<file path="src/rtl/four_bit_down_timer_pkg.sv">
// rtl/four_bit_down_timer_pkg.sv - shared types and helpers for the loadable down timer
package four_bit_down_timer_pkg;

    typedef enum logic [1:0] {
        ST_IDLE = 2'b00,
        ST_RUN  = 2'b01,
        ST_DONE = 2'b10
    } state_t;

    // Prescale counter width; never below one bit so the register always exists.
    function automatic int prescale_width(input int prescale);
        int w;
        w = $clog2(prescale);
        return (w < 1) ? 1 : w;
    endfunction

endpackage

</file>
<file path="src/rtl/tick_prescaler.sv">
// rtl/tick_prescaler.sv - divides clk into one-cycle decrement ticks while enabled
module tick_prescaler
    import four_bit_down_timer_pkg::*;
#(
    parameter int PRESCALE = 1
) (
    input  logic clk,
    input  logic reset_n,
    input  logic en,
    input  logic clr,
    output logic tick
);

    localparam int CW = prescale_width(PRESCALE);
    localparam logic [CW-1:0] LAST = CW'(PRESCALE - 1);

    logic [CW-1:0] r_cnt;
    logic          w_tick;

    // With PRESCALE==1 the count never leaves zero, so tick simply follows en.
    assign w_tick = en && (r_cnt == LAST);
    assign tick   = w_tick;

    always_ff @(posedge clk) begin
        if (!reset_n) begin
            r_cnt <= '0;
        end else if (clr || !en || w_tick) begin
            r_cnt <= '0;
        end else begin
            r_cnt <= r_cnt + CW'(1);
        end
    end

endmodule

</file>
<file path="src/rtl/four_bit_down_timer.sv">
// rtl/four_bit_down_timer.sv - loadable prescaled down timer with terminal-count pulse and auto-reload
module four_bit_down_timer
    import four_bit_down_timer_pkg::*;
#(
    parameter int WIDTH    = 4,
    parameter int PRESCALE = 1
) (
    input  logic             clk,
    input  logic             reset_n,
    input  logic             load,
    input  logic [WIDTH-1:0] load_val,
    input  logic             start,
    input  logic             stop,
    input  logic             reload_en,
    output logic [WIDTH-1:0] q,
    output logic             busy,
    output logic             done,
    output logic             tc
);

    state_t           r_state;
    state_t           w_next;
    logic [WIDTH-1:0] r_q;
    logic [WIDTH-1:0] r_reload;
    logic             r_tc;
    logic             w_tick;
    logic             w_clr;
    logic             w_q_zero;

    assign w_q_zero = (r_q == '0);
    assign w_clr    = load || stop || start || ((r_state == ST_RUN) && (w_next != ST_RUN));

    tick_prescaler #(
        .PRESCALE (PRESCALE)
    ) u_prescaler (
        .clk     (clk),
        .reset_n (reset_n),
        .en      (r_state == ST_RUN),
        .clr     (w_clr),
        .tick    (w_tick)
    );

    always_ff @(posedge clk) begin
        if (!reset_n) begin
            r_state <= ST_IDLE;
        end else begin
            r_state <= w_next;
        end
    end

    // Priority: load > stop > start > tick.
    always_comb begin
        w_next = r_state;
        if (load) begin
            if (start) begin
                w_next = ST_RUN;
            end else if (r_state == ST_DONE) begin
                w_next = ST_IDLE;
            end
        end else if (stop) begin
            w_next = ST_IDLE;
        end else if (start) begin
            w_next = ST_RUN;
        end else if (w_tick && w_q_zero && !reload_en) begin
            w_next = ST_DONE;
        end
    end

    always_comb begin
        busy = (r_state == ST_RUN);
        done = (r_state == ST_DONE);
    end

    always_ff @(posedge clk) begin
        if (!reset_n) begin
            r_q      <= '0;
            r_reload <= '0;
            r_tc     <= 1'b0;
        end else begin
            r_tc <= 1'b0;
            if (load) begin
                r_reload <= load_val;
                r_q      <= load_val;
            end else if (!stop) begin
                if (start) begin
                    r_q <= r_reload;
                end else if (w_tick) begin
                    if (!w_q_zero) begin
                        r_q <= r_q - WIDTH'(1);
                    end else begin
                        r_tc <= 1'b1;
                        if (reload_en) begin
                            r_q <= r_reload;
                        end
                    end
                end
            end
        end
    end

    assign q  = r_q;
    assign tc = r_tc;

endmodule

</file>
<file path="config.mk">
export PLATFORM = sky130hd
export DESIGN_NAME = four_bit_down_timer
export DESIGN_NICKNAME = d
export VERILOG_FILES = /design/src/rtl/four_bit_down_timer_pkg.sv /design/src/rtl/tick_prescaler.sv /design/src/rtl/four_bit_down_timer.sv
export SDC_FILE = /design/constraint.sdc
export NUM_CORES = 1
export LEC_CHECK = 0
export CAP_MARGIN = 40
export CORE_MARGIN = 1
export CORE_UTILIZATION = 50
export CTS_BUF_LIST = sky130_fd_sc_hd__clkbuf_4 sky130_fd_sc_hd__clkbuf_8
export DETAILED_ROUTE_END_ITERATION = 12
export GPL_ROUTABILITY_DRIVEN = 0
export GPL_TIMING_DRIVEN = 0
export PLACE_DENSITY = 0.8
export RECOVER_POWER = 100
export SYNTH_ARGS = -nofsm -noshare
export SYNTH_HDL_FRONTEND = slang
export SYNTH_SLANG_ARGS = --single-unit
</file>
<file path="constraint.sdc">
create_clock -name clk -period 2.4 [get_ports clk]
set_input_delay 0.24 -clock clk [delete_from_list [all_inputs] [get_ports clk]]
set_output_delay 0.24 -clock clk [all_outputs]
set_load 0.02 [all_outputs]
</file>
---- Word level (Yosys, flattened, before mapping) ----
Index checks and enable logic that the tools add are counted.
cells by class
  add/subtract/negate cells ............... 2
  $mul .................................... 0
  divide/modulo/power cells ............... 0
  order comparisons ....................... 0
  equality and inequality tests ........... 5
  shift operators ......................... 0
  multiplexer cells ....................... 13
  bitwise operators ....................... 3
  reduce and logical (&&, ||, !) cells .... 16
operators with widths
  cell                                                                   number
  4-bit two-way mux                                                      6
  2-bit two-way mux                                                      6
  1-bit logical OR                                                       5
  5-bit OR reduction                                                     1
  1-bit logical AND                                                      4
  4-bit zero test                                                        1
  4-bit != test, second input constant                                   1
  4-bit by 1-bit subtractor with 4-bit output, second input constant     1
  1-bit NOT                                                              3
  3-bit AND reduction                                                    1
  3-bit nonzero test                                                     1
  2-bit by 1-bit equality test with 1-bit output, second input constant  1
  2-bit equality test, second input constant                             1
  1-bit zero test                                                        2
  2-bit by 1-bit != test with 1-bit output, second input constant        1
  2-bit != test, second input constant                                   1
  2-bit OR reduction                                                     1
  1-bit adder, second input constant                                     1
  1-bit two-way mux                                                      1
word-level totals
  register bits ........................... 12
  latch bits .............................. 0
  memory bits (writable) .................. 0
  memory bits (read-only) ................. 0
  input port bits ......................... 10
  output and inout bits ................... 7
  word-level logic and storage cells ...... 44
  memories ................................ 0

---- Logic depth before layout (Yosys ltp) ----
  depth after elaboration ................. 14
  gate-level depth with buffers ........... 6
  gate-level depth less buffers ........... 6

---- Cells and area by module ----
A second synthesis with hierarchy kept.
second synthesis, totals
  cells, all modules ...................... 75
  area total of the unflattened synthesis .. 653.1 um2
by module, submodules not included
  module               times used  cells each  area an instance (um2)  seq. area each (um2)
  four_bit_down_timer  1           72          615.6                   220.2
  tick_prescaler       1           3           37.5                    20.0

---- Worst setup path after synthesis ----
No wires, ideal clock.
  path kind ............................... register to register
  start ................................... reg r_q[0], in the netlist q[0]
  end ..................................... reg r_q[0], in the netlist q[0]
  arrival ................................. 1802 ps
  data required time ...................... 2278 ps
  path slack .............................. 476 ps
  stages on the path, launching flop included .. 7
  path buffers ............................ 0
  path through ............................ dfxtp_1 -> inv_1 -> ha_1 -> or4b_4 -> a32oi_4 -> a2111oi_1 -> a311o_1
between the ends
  cells in the longest elaborated chain, start to end .. 6
  elaborated cells on any way between the ends .. 9
RTL lines
  item                                                                            line                                                  RTL
  start, declared                                                                 four_bit_down_timer.sv:23                             logic [WIDTH-1:0] r_q;
  start signal, assigned                                                          four_bit_down_timer.sv:83                             r_q <= load_val;
  start signal, assigned                                                          four_bit_down_timer.sv:86                             r_q <= r_reload;
  start signal, assigned                                                          four_bit_down_timer.sv:89                             r_q <= r_q - WIDTH'(1);
  4-bit by 1-bit subtractor with 4-bit output or 4-bit zero test (tied branches)  four_bit_down_timer.sv:89, four_bit_down_timer.sv:30
  4-bit two-way mux                                                               four_bit_down_timer.sv:88                             if (!w_q_zero) begin
  4-bit two-way mux                                                               four_bit_down_timer.sv:87                             end else if (w_tick) begin
  4-bit two-way mux                                                               four_bit_down_timer.sv:85                             if (start) begin
  4-bit two-way mux                                                               four_bit_down_timer.sv:84                             end else if (!stop) begin
  4-bit two-way mux                                                               four_bit_down_timer.sv:81                             if (load) begin
Several ways; a longest one is shown, not always the timed one. The select of a mux whose other input is x is not followed.
A chain may end at the register's enable or synchronous reset.

---- Worst setup path in the final report ----
Ends and elaborated chain as after synthesis.

==> flow_summary.ini <==
[timing]
max_slew_margin_pct = 53.8
fmax_ghz = 0.442
finalCritPeriodShare_pct = 94.2
grt_setup_unrepaired = false
skew_ns = 0.00133
min_period_ns = 2.26
tightest_slew_ns = 0.691
finalHoldViolCount = 0
worst_slack_ns = 0.139
setup_tns_ns = 0
finalMaxSlewViolations = 0
setup_viol = 0

[floorplan]
rows = 13
start_util_pct = 54.8
ios = 17
core_region_area_mm2 = 0.00132
die_height_um = 40
die-area_mm2 = 0.00160
die_x_um = 40

[route]
ant_nets = 0
drcViolationCount = 0
dr_total_vias = 654
drt_pre_antenna_iters = 4
wl_per_cell_um = 14.8
wirelength_um = 1630
drt_iter0_markers = 11
routed_via_density = 5.95

[yosys]
synth_common_cells = dfxtp_1, nor2_1, inv_1, mux2i_1
syn_inst = 77
synth-seq-area-share_pct = 33.3
synth_top_area_cell = dfxtp_1
yosys_warnings = 0
synth-edff-count = 0
async_reset_ff_share_pct = 0
synthesis.nets = 89
synth_top_flop_cell = dfxtp_1
syn_avg_cell_area_um2 = 9.38
synthDistinctLibCells = 41
synthTopCellsByArea = dfxtp_1, nor2_1, mux2i_1
yosys_register_bits = 12
synth_area_um2 = 722
yosysTopAreaCellShare_pct = 33.3
yosysMostFrequentCell = dfxtp_1

[clock_tree]
htree_levels = 1
clock_latency_ns = 0.28
cts.sinks = 12
cts_max_path_buffers = 2
numCtsBuffers = 3
post_cts_resized = 0
cts-root-buf = clkbuf_4
cts_tree = done
clk_pin_slew_worst_paths_ns = 0.07
cts_setup_buffers = 0
postCtsHoldBufs = 0

[critical_path]
startpoint = q[0]$_SDFFE_PN0P_
timing.rr.start = q[0]$_SDFFE_PN0P_
cp_data_required_time_ns = 2.57
r2r_end = q[0]$_SDFFE_PN0P_
start_kind = flop
path_class = flop to flop
rr_worst_depth = 6
end_kind = flop
crit_arrival_ns = 2.43
cp_max_fo = 7
rrSetupSlack_ns = 0.14

[min_path]
hold_path.class = primary input to flop
holdPathEnd = q[1]$_SDFFE_PN0P_
worst_hold_path.num_cells = 3
hold_start = load

[place]
port_buffers = 15
post_dp_cell_area_um2 = 891
pre_cts_slack_ns = 0.354
dp_hpwl_um = 1160

[layout]
area_delta_synth_final_pct = 23.2
fin_util_pct = 67.5
final_cell_area_um2 = 890
nNetsFinal = 109
fillers = 113
drive_gt1_share_pct = 14.7
n_antenna_cell = 0

[outcome]
status = complete, no violations

[pwr]
leakage_nw = 0.362
powerDensity_mw_per_mm2 = 518
ir_drop_mv = 0.338
finalPower_w = 0.000461

[flow_run]
drv_cap = 0

[grt]
grt_pass1_wl_um = 2660
overflow = 0
grtUsageTotal_pct = 25.3
grt_max_degree = 11
grt_antenna_before_repair = 0
grt_pass1_vias = 616
-- layout make-up --
type	count	area, um2	share of cell area (%)
Buffer	4	33.8	3.80
Clock buffer	3	22.5	2.53
Inverter	4	15.0	1.69
Multi-Input combinational cell	57	409	46.0
Sequential cell	12	240	27.0
Tap cell	15	18.8	2.11
Timing Repair Buffer	15	150	16.9
-- cell usage in the layout, fill, tap and decap left out, drive strengths merged, types with 2 or more instances in the layout --
cell type / instances
dfxtp: 12
inv: 4
nor2b: 2
clkdlybuf4s50: 7
nand2b: 2
mux2i: 3
nor3b: 2
or3: 3
nor2: 10
o21ai: 3
nand2: 2
nor4: 2
ha: 2
clkbuf: 4
and4b: 2
buf: 3
dlygate4sd3: 8
a21oi: 2
-- where the power goes --
part           total [W]  switching, W  internal, W
combinational   0.000114     0.0000559    0.0000581
clock           0.000127     0.0000685    0.0000583
sequential      0.000220     0.0000102     0.000210
total           0.000461      0.000135     0.000327
-- state kept, by name, indices dropped and copies added, names as in the netlist --
name and count:
u_prescaler.r_cnt 1, r_reload 4, q 4, r_state 2
tc 1
-- worst max-delay path by stage --
stage,end,slack [ns],depth (start not counted)
final,q[0]$_SDFFE_PN0P_,0.14,6
after global routing,q[0]$_SDFFE_PN0P_,0.06,6
after CTS,q[0]$_SDFFE_PN0P_,0.36,6
after detailed placement,q[1]$_SDFFE_PN0P_,0.35,5
after global placement,q[0]$_SDFFE_PN0P_,0.38,5
after floorplan,q[0]$_SDFFE_PN0P_,0.48,6
-- per-layer routing --
metal | GRT usage (%) | up-vias | share of wire (%)
met2 | 37.9 | 20 | 46
met5 | 0 | - | 0
li1 | - | 323 | -
met3 | 5.00 | 5 | 5.1
met4 | 12.9 | 0 | 1.8
met1 | 33.9 | 306 | 47
-- kinds of logic after synthesis --
group | share of synthesized area (%)
and+or+nand+nor | 29.6
AOI/OAI and AO/OA | 21.7
DFF | 33.3
buffers and inverters | 7.28
muxes | 4.16
adders and majority gates | 3.47
other | 0.519
-- critical path: stages (launching register included) --
cell	delay, ns
dfxtp_1	0.34
inv_1	0.13
ha_1	0.21
or4b_4	0.46
a32oi_1	0.54
a2111oi_0	0.13
a311o_1	0.34
-- per-stage QoR --
step | std cells | hold slack (ns)
after global placement | 107 | 0.480
after CTS | 110 | 0.311
after detailed placement | 107 | 0.493
after global routing | 110 | 0.324
final | 110 | 0.306
after floorplan | 77 | 0.371
(Power assumes the default switching activity.)
